File: src/rtl/wb_write_arbiter.sv
// Writeback-stage writer for the register file's single write port: merges the
// never-stalling ALU pipe with FIFO-buffered load responses and tracks pending loads.
module wb_write_arbiter #(
    parameter int unsigned XLEN  = 64,
    parameter int unsigned DEPTH = 4
) (
    input  logic                     clk,
    input  logic                     rst,
    input  logic                     alu_valid,
    input  logic [4:0]               alu_rd,
    input  logic [XLEN-1:0]          alu_data,
    input  logic                     issue_ld_valid,
    input  logic [4:0]               issue_ld_rd,
    input  logic                     ld_valid,
    output logic                     ld_ready,
    input  logic [4:0]               ld_rd,
    input  logic [XLEN-1:0]          ld_data,
    output logic                     wr_enable,
    output logic [4:0]               wr_addr,
    output logic [XLEN-1:0]          wr_data,
    output logic [31:0]              pending_mask,
    output logic [$clog2(DEPTH):0]   fifo_count
);

    localparam int unsigned AW = $clog2(DEPTH);
    localparam int unsigned CW = AW + 1;

    typedef enum logic [1:0] {
        SRC_NONE = 2'd0,
        SRC_ALU  = 2'd1,
        SRC_LOAD = 2'd2
    } wb_src_e;

    logic [4:0]      q_rd   [DEPTH];
    logic [XLEN-1:0] q_data [DEPTH];
    logic [DEPTH-1:0] q_dead;
    logic [AW-1:0]   head;
    logic [AW-1:0]   tail;
    logic [CW-1:0]   count;

    logic             push;
    logic             pop;
    logic             alu_live;
    logic [DEPTH-1:0] occupied;
    logic [DEPTH-1:0] kill;
    logic             push_kill;
    logic [DEPTH-1:0] dead_nxt;
    logic [31:0]      pend_set;
    logic [31:0]      pend_clr;
    wb_src_e          src;
    logic [AW-1:0]    offset;

    // ld_ready reflects the count before any pop this cycle
    always_comb begin
        ld_ready = !rst && (count < CW'(DEPTH));
        push     = ld_valid && ld_ready;
        pop      = !alu_valid && (count != '0);
        alu_live = alu_valid && (alu_rd != 5'd0);
    end

    always_comb begin
        occupied = '0;
        kill     = '0;
        offset   = '0;
        for (int unsigned i = 0; i < DEPTH; i++) begin
            offset      = AW'(AW'(i) - head);
            occupied[i] = ({1'b0, offset} < count);
            kill[i]     = alu_live && occupied[i] && !q_dead[i] && (q_rd[i] == alu_rd);
        end
        // A response arriving alongside the ALU write is still older than it
        push_kill = push && alu_live && (ld_rd == alu_rd);
    end

    always_comb begin
        dead_nxt = q_dead | kill;
        if (push) begin
            dead_nxt[tail] = push_kill;
        end
    end

    always_comb begin
        pend_set = '0;
        pend_clr = '0;
        if (issue_ld_valid && (issue_ld_rd != 5'd0)) begin
            pend_set[issue_ld_rd] = 1'b1;
        end
        if (pop && (q_rd[head] != 5'd0)) begin
            pend_clr[q_rd[head]] = 1'b1;
        end
        if ((|kill) || push_kill) begin
            pend_clr[alu_rd] = 1'b1;
        end
    end

    always_comb begin
        src = SRC_NONE;
        if (alu_valid) begin
            src = SRC_ALU;
        end else if (pop) begin
            src = SRC_LOAD;
        end
    end

    // Payload storage needs no reset; occupancy is governed by the pointers
    always_ff @(posedge clk) begin
        if (push) begin
            q_rd[tail]   <= ld_rd;
            q_data[tail] <= ld_data;
        end
    end

    always_ff @(posedge clk) begin
        if (rst) begin
            head         <= '0;
            tail         <= '0;
            count        <= '0;
            q_dead       <= '0;
            pending_mask <= '0;
        end else begin
            q_dead       <= dead_nxt;
            pending_mask <= (pending_mask & ~pend_clr) | pend_set;
            if (push) begin
                tail <= tail + 1'b1;
            end
            if (pop) begin
                head <= head + 1'b1;
            end
            case ({push, pop})
                2'b10:   count <= count + 1'b1;
                2'b01:   count <= count - 1'b1;
                default: count <= count;
            endcase
        end
    end

    always_ff @(posedge clk) begin
        if (rst) begin
            wr_enable <= 1'b0;
            wr_addr   <= '0;
            wr_data   <= '0;
        end else begin
            case (src)
                SRC_ALU: begin
                    wr_enable <= alu_live;
                    wr_addr   <= alu_rd;
                    wr_data   <= alu_data;
                end
                SRC_LOAD: begin
                    wr_enable <= !q_dead[head] && (q_rd[head] != 5'd0);
                    wr_addr   <= q_rd[head];
                    wr_data   <= q_data[head];
                end
                default: begin
                    wr_enable <= 1'b0;
                end
            endcase
        end
    end

    assign fifo_count = count;

endmodule

File: config.mk
export PLATFORM = sky130hd
export DESIGN_NAME = wb_write_arbiter
export DESIGN_NICKNAME = d
export VERILOG_FILES = /design/src/rtl/wb_write_arbiter.sv
export SDC_FILE = /design/constraint.sdc
export NUM_CORES = 1
export LEC_CHECK = 0
export ABC_AREA = 0
export ABC_CLOCK_PERIOD_IN_PS = 5410
export CAP_MARGIN = 0
export CORE_MARGIN = 4
export CORE_UTILIZATION = 58
export DETAILED_ROUTE_END_ITERATION = 16
export PLACE_DENSITY_LB_ADDON = 0.05
export SETUP_SLACK_MARGIN = 0.4
export SLEW_MARGIN = 20
export SYNTH_ARGS = -nofsm -noshare
export SYNTH_HDL_FRONTEND = slang
export SYNTH_SLANG_ARGS = --single-unit
File: constraint.sdc
create_clock -name clk -period 5.41 [get_ports clk]
set_input_delay 0.8115 -clock clk [delete_from_list [all_inputs] [get_ports clk]]
set_output_delay 0.8115 -clock clk [all_outputs]
set_load 0.05 [all_outputs]
==> Word-level counts from Yosys, hierarchy flattened <==
Memories as Yosys holds them, arrays and structs flattened. A register that Yosys moved wholly into a read port is not among the register bits.
Cells that the tools add are included.
{ "totals": {"regBits": 113, "ramBits": 276, "input_bits": 148, "output_inout_bits": 106, "word_cells": 113, "mem_count": 2} }
{ "memory_table": {"columns": ["memory", "depth", "width", "rd", "rd_ports_with_merged_regs", "wr", "line_no", "rtl"], "rows": [
  ["q_data", 4, 64, 1, 1, 1, "35", "logic [XLEN-1:0] q_data [DEPTH];"],
  ["q_rd", 4, 5, 5, 1, 1, "34", "logic [4:0] q_rd [DEPTH];"]
]} }
{ "op_classes": {"n_addsub": 8, "magnitude_cmp": 14, "n_eq_ne": 9, "mux": 27, "bitwise": 5, "reduce_logical": 40} }
{ "ops": {"columns": ["op", "n"], "rows": [
  ["64-bit case mux with 2 select lines", 1],
  ["32-bit two-way mux", 3],
  ["32-bit OR", 2],
  ["32-bit AND", 1],
  ["32-bit inverter", 1],
  ["5-bit equality test", 5],
  ["1-bit logical AND", 25],
  ["5-bit by 6-bit less-than comparator with 1-bit output (second input constant)", 3],
  ["1-bit demux with 5-bit select", 3],
  ["5-bit by 1-bit >= comparator with 1-bit output (second input constant)", 3],
  ["5-bit nonzero test", 3],
  ["2-bit by 3-bit less-than comparator with 1-bit output", 4],
  ["2-bit two-way mux", 6],
  ["5-bit case mux with 2 select lines", 1],
  ["1-bit logical NOT", 7],
  ["1-bit two-way mux", 7],
  ["2-bit by 3-bit less-than comparator with 1-bit output (second input constant)", 2],
  ["3-bit case mux with 2 select lines", 1],
  ["2-bit by 1-bit adder with 2-bit output (second input constant)", 2],
  ["4-bit bitwise mux", 1],
  ["2-bit by 1-bit equality test with 1-bit output (second input constant)", 2],
  ["2-bit equality test (second input constant)", 2],
  ["4-bit two-way mux", 1],
  ["4-bit OR", 1],
  ["other kinds (13)", 16]
]} }

==> Longest topological paths before layout <==
Gate-level depths: netlist of run 1.
{ "logic_depth": {"depth_word": 11, "depth_mapped": 10, "mapped_depth_nobuf": 9} }

==> Least setup slack after synthesis of run 1 <==
Ideal clock, no wire load.
{ "synth_timing": {"path_type": "input port to flip-flop", "start": "input port rst", "end": "register q_dead[0]", "setup_ns": 0.241, "t_arrival_ns": 3.198, "required_time_ns": 5.169, "path_slack_ns": 1.972, "stages": 4, "n_path_buf": 1, "path_cell_list": "buf_4 -> nor2_8 -> and3_1 -> a221oi_1"} }
{ "synth_between": {"elab_chain_len": 7} }
{ "synth_lines": {"columns": ["item", "line_no", "rtl"], "rows": [
  ["start, declared", "8", "input logic rst,"],
  ["1-bit logical NOT *", "55", "ld_ready = !rst && (count < CW'(DEPTH));"],
  ["1-bit logical AND *", "55", null],
  ["net ld_ready", "15", "output logic ld_ready,"],
  ["1-bit logical AND *", "56", "push = ld_valid && ld_ready;"],
  ["1-bit logical AND (2 in series)", "71", "push_kill = push && alu_live && (ld_rd == alu_rd);"],
  ["4-bit bitwise mux", "77", "dead_nxt[tail] = push_kill;"],
  ["4-bit two-way mux *", "76", "if (push) begin"],
  ["end signal, assigned", "120", "q_dead <= dead_nxt;"],
  ["end, declared", "36", "logic [DEPTH-1:0] q_dead;"]
]} }
The timed path passes the listed nets; every way through them passes the cells marked *.
A chain may end at the register's enable or synchronous reset.

==> Final worst setup path of run 1 <==
{ "layout_timing": {"start": "input port alu_rd[4]", "end": "register pending_mask[15]"} }
{ "layout_between": {"elab_chain_len": 11, "word_cells_on_any_way": 33, "cone_classes": "2 x order compare; 5 x eq/ne; 3 x mux; 4 x bitwise; 19 x reduce/logical"} }
{ "layout_lines": {"columns": ["item", "line_no", "rtl"], "rows": [
  ["start, declared", "10", "input logic [4:0] alu_rd,"],
  ["parallel branches: the longest is 7 deep, another holds 5-bit by 6-bit less-than comparator with 1-bit output", null, null],
  ["32-bit two-way mux *", "90", "if ((|kill) || push_kill) begin"],
  ["32-bit inverter *", "121", "pending_mask <= (pending_mask & ~pend_clr) | pend_set;"],
  ["32-bit AND *", "121", null],
  ["32-bit OR *", "121", null],
  ["end signal, assigned", "121", null],
  ["end, declared", "21", "output logic [31:0] pending_mask,"]
]} }
Every way passes the cells marked *.

==> results of run 1 <==
[power breakdown]
| part | switching (mW) | internal [mW] | leakage [nW] |
|---|---|---|---|
| registers | 0.182 | 3.43 | 3.45 |
| clock network | 1.10 | 1.68 | 0.658 |
| logic | 1.34 | 1.07 | 2.87 |
| total | 2.62 | 6.17 | 6.98 |
[final timing paths]
kind	start	endpoint	slack [ns]	depth (start not counted)
min reg2reg	pending_mask[0]$_SDFF_PP0_	pending_mask[0]$_SDFF_PP0_	0.46	1
max reg2reg	fifo_count[2]$_SDFFE_PP0P_	wr_data[14]$_SDFFE_PP0P_	2.57	7
max	alu_rd[4]	pending_mask[15]$_SDFF_PP0_	2.01	7
min	pending_mask[0]$_SDFF_PP0_	pending_mask[0]$_SDFF_PP0_	0.46	1
[through the flow]
| stage | instance area (um^2) | hold WS [ns] | worst slack, ns | cells |
|---|---|---|---|---|
| detailed placement | 18920 | 0.4607 | 1.555 | 1676 |
| global placement | 18920 | 0.4527 | 1.587 | 1676 |
| CTS | 20260 | 0.4700 | 2.098 | 1750 |
| floorplan | 16150 | 0.5024 | 1.972 | 1111 |
| finish | 20290 | 0.4648 | 2.012 | 1751 |
| global route | 20290 | 0.4854 | 1.873 | 1751 |
[registers in the layout, indices dropped and copies added (netlist names), 2 cells and up, named ones only]
register	flops
q_data	256
wr_data	64
pending_mask	32
q_rd	20
wr_addr	5
q_dead	4
fifo_count	3
head	2
tail	2
[logic make-up (layout without fill, tap and decap cells)]
| family | count (synthesis) | in the layout | synth area share (%) |
|---|---|---|---|
| AOI/OAI and AO/OA | 168 | 168 | 6.841 |
| buffers and inverters | 84 | 352 | 2.409 |
| adders and majority gates | 10 | 10 | 0.8212 |
| DFF | 391 | 391 | 65.57 |
| xor gates and xnor gates | 31 | 31 | 1.681 |
| muxes | 139 | 139 | 14.04 |
| and+or+nand+nor | 288 | 288 | 8.638 |
[metal layers]
layer / share of wire [%] / GRT usage (%)
met5: 0.093 / 0
met1: 41 / 31.63
met4: 1.9 / 5.401
met2: 49 / 40.39
met3: 7.3 / 5.993
[cell type report]
class	instances	area share (%)
inverter	12	0.2220
tap	372	2.294
clock inverter	22	1.190
multi-input combinational	636	25.64
sequential	391	52.24
clock buffer	52	5.415
timing repair buffer	266	13.00
[layout by cell type, fill, tap and decap left out, types with 9 or more instances in the layout]
| cell type | count |
|---|---|
| clkinv_2 | 9 |
| a211oi_1 | 9 |
| clkbuf_16 | 42 |
| nand2b_1 | 16 |
| clkbuf_1 | 9 |
| xor2_1 | 21 |
| mux4_2 | 70 |
| a21oi_1 | 86 |
| clkdlybuf4s50_1 | 251 |
| a22o_1 | 23 |
| nor2_1 | 184 |
| xnor2_1 | 10 |
| dfxtp_1 | 113 |
| edfxtp_1 | 276 |
| ha_1 | 9 |
| o211ai_1 | 13 |
| nand2_1 | 20 |
| inv_1 | 11 |
| o21ai_1 | 9 |
| buf_4 | 14 |
| mux2i_1 | 69 |
| nor3b_1 | 18 |
| o21ai_0 | 11 |
==> qor.yml, run 1 <==
floorplan:
  io_pins: 254
  std_cell_rows: 60
  die_h_um: 174.9
  coreArea_um2: 27180
  die-width_um: 174.9
  initial_core_util_pct: 59.43
  die-area_um2: 30580
finish:
  multiInputGateArea_um2: 5201
  final_util_pct: 74.65
  area_growth_pct: 25.61
  fillers: 1793
  antennaDiodeCount: 0
  seq_area_um2: 10600
  finalNetCount: 1505
  drive_gt1_share_pct: 12.62
power_and_ir_drop:
  leakagePower_nw: 6.979
  irDropWorstVdd_mv: 0.3091
  p_per_area_nw_per_um2: 433.2
  power.total_mw: 8.788
synth:
  yosys_warnings: 0
  async_flop_share_pct: 0
  synth_flop_cell: "edfxtp_1"
  synth_nets: 1269
  synth.top_cells.by_count: "edfxtp_1 (276), nor2_1 (184), dfxtp_1 (115), a21oi_1 (86), mux4_2 (70)"
  synth-edff-count: 276
  yosys_register_bits: 391
  mappedNetlistArea_um2: 16150
  ys_top_cells_by_area: "edfxtp_1 (51%), dfxtp_1 (14%), mux4_2 (9.8%)"
  netlist_instances: 1111
  synth_most_common_cell: "edfxtp_1"
  yosys.area.top_type: "edfxtp_1"
  netlist-cell-type-count: 50
  syn-mean-instance-area_um2: 14.54
  ys_seq_area_share_pct: 65.57
  synth_top_area_share_pct: 51.32
global_route:
  antenna_found_initial: 2
  grt_usage_pct: 23.86
  grt-ovfl-total: 0
  grt_max_degree: 84
  grt_pass1_wl_um: 57590
  grt_pass1_vias: 10450
clock_network:
  cts_tree: "built"
  cts.sinks: 391
  numCtsBuffers: 40
  ctsHoldBuffers: 0
  cts_resized: 0
  postCtsSetupRepairBufs: 0
  cts_root_buffer: "clkbuf_16"
  cts_buffer_depth: 3
  insertion_delay_ns: 0.52
  htree_levels: 2
  clkTransAtPathRegs_ns: 0.06
timing:
  drv_slew: 0
  post-route-period-util_pct: 62.81
  max_freq_mhz: 294.3
  maxSlewHeadroom_pct: 30.73
  fin_skew_ns: 0.007385
  grt_setup_unrepaired: "false"
  worst_slew_pin_slew_ns: 1.039
  post-route-min-period_ns: 3.398
  finalSetupViolCount: 0
  hold_viol: 0
  setup_tns_ns: 0
setup_path:
  path_cells: "clkdlybuf4s50_1 -> nor3_2 -> a21boi_4 -> o21ai_1 -> nor4_4 -> or2_1 -> a221oi_2"
  critPathMaxStageDelay_ns: 1.07
  arrival_ns: 3.75
  crit_family: "simple AND/OR/NAND/NOR gates"
  endpoint_kind: "flop"
  crit_required_ns: 5.76
  critPathMaxFanout: 21
  critPathKind: "primary input to flop"
  start_kind: "primary input"
  slowest_stage: "clkdlybuf4s50_1"
  path_buf_inv: 1
detailed_routing:
  viasPerCell: 5.752
  route.detailed.drc: 0
  wl_per_cell_um: 20.99
  drt_iter0_drc: 869
  wl_um: 36750
  antenna_left: 0
  first_pass_iters: 5
  vias: 10070
placement:
  portBuffers: 253
  dpl.hpwl_um: 23180
  place_congestion: 0.8681
status:
  status: "finished clean"
hold_path:
  worstHoldPathType: "flop to flop"
job:
  max-cap-violations: 0
(Power assumes the default switching activity.)
==> run 2: changes to the inputs <==
--- a/config.mk
+++ b/config.mk
@@ -6,10 +6,10 @@
 export NUM_CORES = 1
 export LEC_CHECK = 0
 export ABC_AREA = 0
-export ABC_CLOCK_PERIOD_IN_PS = 5410
+export ABC_CLOCK_PERIOD_IN_PS = 2960
 export CAP_MARGIN = 0
 export CORE_MARGIN = 4
-export CORE_UTILIZATION = 58
+export CORE_UTILIZATION = 49
 export DETAILED_ROUTE_END_ITERATION = 16
 export PLACE_DENSITY_LB_ADDON = 0.05
 export SETUP_SLACK_MARGIN = 0.4
==> constraint.sdc (replaced) <==
create_clock -name clk -period 2.96 [get_ports clk]
set_input_delay 0.444 -clock clk [delete_from_list [all_inputs] [get_ports clk]]
set_output_delay 0.444 -clock clk [all_outputs]
set_load 0.05 [all_outputs]
==> qor.yml, run 2 (synthesized netlist as in run 1, its figures left out) <==
detailed_routing:
  vias: 10090  # was 10070
  viasPerCell: 5.438  # was 5.752
  wl_per_cell_um: 20.54  # was 20.99 um
  antenna_left: 0  # unchanged
  drt_iter0_drc: 656  # was 869
  route.detailed.drc: 0  # unchanged
  wl_um: 38100  # was 36750 um
  first_pass_iters: 5  # unchanged
global_route:
  grt_pass1_vias: 10400  # was 10450
  antenna_found_initial: 3  # was 2
  grt_pass1_wl_um: 59180  # was 57590 um
  grt-ovfl-total: 0  # unchanged
  grt_usage_pct: 20.97  # was 23.86%
  grt_max_degree: 118  # was 84
floorplan:
  die_h_um: 189.6  # was 174.9 um
  coreArea_um2: 32540  # was 27180 um^2
  initial_core_util_pct: 49.64  # was 59.43%
  std_cell_rows: 66  # was 60
  die-area_um2: 35930  # was 30580 um^2
  io_pins: 254  # unchanged
  die-width_um: 189.6  # was 174.9 um
setup_path:
  startpoint: "fifo_count[2]$_SDFFE_PP0P_"  # was alu_rd[4]
  rr_startpoint: "head[1]$_SDFFE_PP0P_"  # was fifo_count[2]$_SDFFE_PP0P_
  critPathKind: "flop to output port"  # was primary input to flop
  start_kind: "flop"  # was primary input
  slowest_stage: "clkdlybuf4s50_1"  # unchanged
  endpoint_kind: "output port"  # was flop
  critPathMaxStageDelay_ns: 0.88  # was 1.07 ns
  path_cells: "nor2_8 -> clkdlybuf4s50_1"  # was clkdlybuf4s50_1 -> nor3_2 -> a21boi_4 -> o21ai_1 -> nor4_4 -> or2_1 -> a221oi_2
  path_buf_inv: 1  # unchanged
  arrival_ns: 2.00  # was 3.75 ns
  crit_required_ns: 2.52  # was 5.76 ns
  critPathMaxFanout: 10  # was 21
  crit_family: "buffers and inverters"  # was simple AND/OR/NAND/NOR gates
clock_network:
  cts_tree: "built"  # unchanged
  cts.sinks: 391  # unchanged
  insertion_delay_ns: 0.53  # was 0.52 ns
  cts_buffer_depth: 3  # unchanged
  cts_resized: 0  # unchanged
  numCtsBuffers: 43  # was 40
  cts_root_buffer: "clkbuf_16"  # unchanged
  postCtsSetupRepairBufs: 0  # unchanged
  htree_levels: 2  # unchanged
  ctsHoldBuffers: 0  # unchanged
  clkTransAtPathRegs_ns: 0.06  # about the same
finish:
  fillers: 2534  # was 1793
  seq_area_um2: 10600  # about the same
  antennaDiodeCount: 0  # unchanged
  layout_commonest_cell: "edfxtp_1"  # unchanged
  reg_top3: "q_data x256, wr_data x64, pending_mask x32"  # unchanged
  multiInputGateArea_um2: 5196  # was 5201 um^2
  largest_register_ff_count: 256  # unchanged
  regMostFlops: "q_data"  # unchanged
  drive_gt1_share_pct: 15.29  # was 12.62%
  area_growth_pct: 28.15  # was 25.61%
  finalNetCount: 1537  # was 1505
  final_util_pct: 63.61  # was 74.65%
  most-common-layout-cells: "edfxtp_1 (276), clkdlybuf4s50_1 (251), nor2_1 (184)"  # unchanged
power_and_ir_drop:
  sequentialPowerShare_pct: 40.3  # was 41.0%
  power_frac_comb_pct: 28.4  # was 27.4%
  p_int_mw: 11.21  # was 6.166 mW
  leakagePower_nw: 7.167  # was 6.979 nW
  power.total_mw: 16.10  # was 8.788 mW
  p_per_area_nw_per_um2: 778.0  # was 433.2 nW/um^2
  switchingPower_mw: 4.892  # was 2.621 mW
  irDropWorstVdd_mv: 0.9102  # was 0.3091 mV
  power_frac_clock_pct: 31.3  # was 31.6%
  p_sw_share_pct: 30.38  # was 29.83%
hold_path:
  worstHoldPathType: "primary input to flop"  # was flop to flop
  hold_path_startpoint: "rst"  # was pending_mask[0]$_SDFF_PP0_
placement:
  portBuffers: 253  # unchanged
  preCtsSetupSlack_ns: 0.09241  # was 1.555 ns
  place_congestion: 0.9268  # was 0.8681
  dpl.hpwl_um: 25060  # was 23180 um
timing:
  maxSlewHeadroom_pct: 45.26  # was 30.73%
  final.setup.worst_slack_ns: 0.5175  # was 2.012 ns
  post-route-period-util_pct: 82.52
  post-route-min-period_ns: 2.442
  grt_setup_unrepaired: "false"  # unchanged
  setup_tns_ns: 0  # unchanged
  finalSetupViolCount: 0  # unchanged
  whs_ns: 0.4406  # was 0.4648 ns
  drv_slew: 0  # unchanged
  hold_viol: 0  # unchanged
  worst_slew_pin_slew_ns: 0.8211  # was 1.039 ns
  fin_skew_ns: 0.01674  # was 0.007385 ns
  max_freq_mhz: 409.4
job:
  max-cap-violations: 0  # unchanged
status:
  status: "finished clean"  # unchanged
run 2: cell types whose count changed in the layout (fill, tap and decap cells not counted), moves of 4 or more:
| cell | previous run | this run |
|---|---|---|
| buf_12 | 1 | 8 |
| bufinv_16 | 5 | 1 |
| clkbuf_8 | 1 | 5 |
| clkinv_2 | 9 | 13 |
| buf_4 | 14 | 36 |
run 2: final timing paths:
check                           slack (ns)  depth (start not counted)                           to
worst min register to register        0.47                          1   pending_mask[0]$_SDFF_PP0_
worst max-delay path                  0.52                          2                     ld_ready
worst max register to register        0.63                          8  pending_mask[31]$_SDFF_PP0_
worst min-delay path                  0.44                          5         tail[1]$_SDFFE_PP0P_
run 2: through the flow:
step	instance area [um^2]	std cells
6_report	20700	1855
5_1_grt	20700	1855
3_5_place_dp	19340	1776
3_3_place_gp	19340	1776
2_1_floorplan	16160	1111
4_1_cts	20690	1855
run 2: final cells by class:
type | instances | share of cell area, %
clock inverters | 24 | 0.7980
multi-input cells | 636 | 25.11
well taps | 442 | 2.672
flip-flops and latches | 391 | 51.22
inverters | 12 | 0.2176
clock buffers | 55 | 5.761
repair buffers | 295 | 14.22
run 2: worst reg2reg max path: cells and delay by family, from the launching register on:
family	cells	cell delay [ns]
xor gates and xnor gates	1	0.17
adders and majority gates	1	0.27
DFF	1	0.43
and+or+nand+nor	2	0.60
buffers and inverters	1	0.07
AOI/OAI and AO/OA	3	0.70
run 2: power by group through the flow:
stage | Clock [mW] | Sequential (mW) | Combinational, mW
after CTS | 5.15 | 6.49 | 4.65
final | 5.04 | 6.49 | 4.57
after floorplan | 0 | 7.15 | 2.69
after detailed placement | 0 | 6.61 | 4.63
after global placement | 0 | 6.59 | 4.60
after global routing | 5.42 | 6.53 | 4.94
run 2: layer usage:
| metal | vias up | wire (um) | GRT usage, % | part of all wire [%] |
|---|---|---|---|---|
| li1 | 4740 | - | - | - |
| met1 | 4969 | 16550 | 28.47 | 43 |
| met2 | 306 | 18330 | 34.54 | 48 |
| met5 | - | 41 | 0 | 0.11 |
| met4 | 6 | 746 | 5.008 | 2.0 |
| met3 | 67 | 2436 | 5.248 | 6.4 |
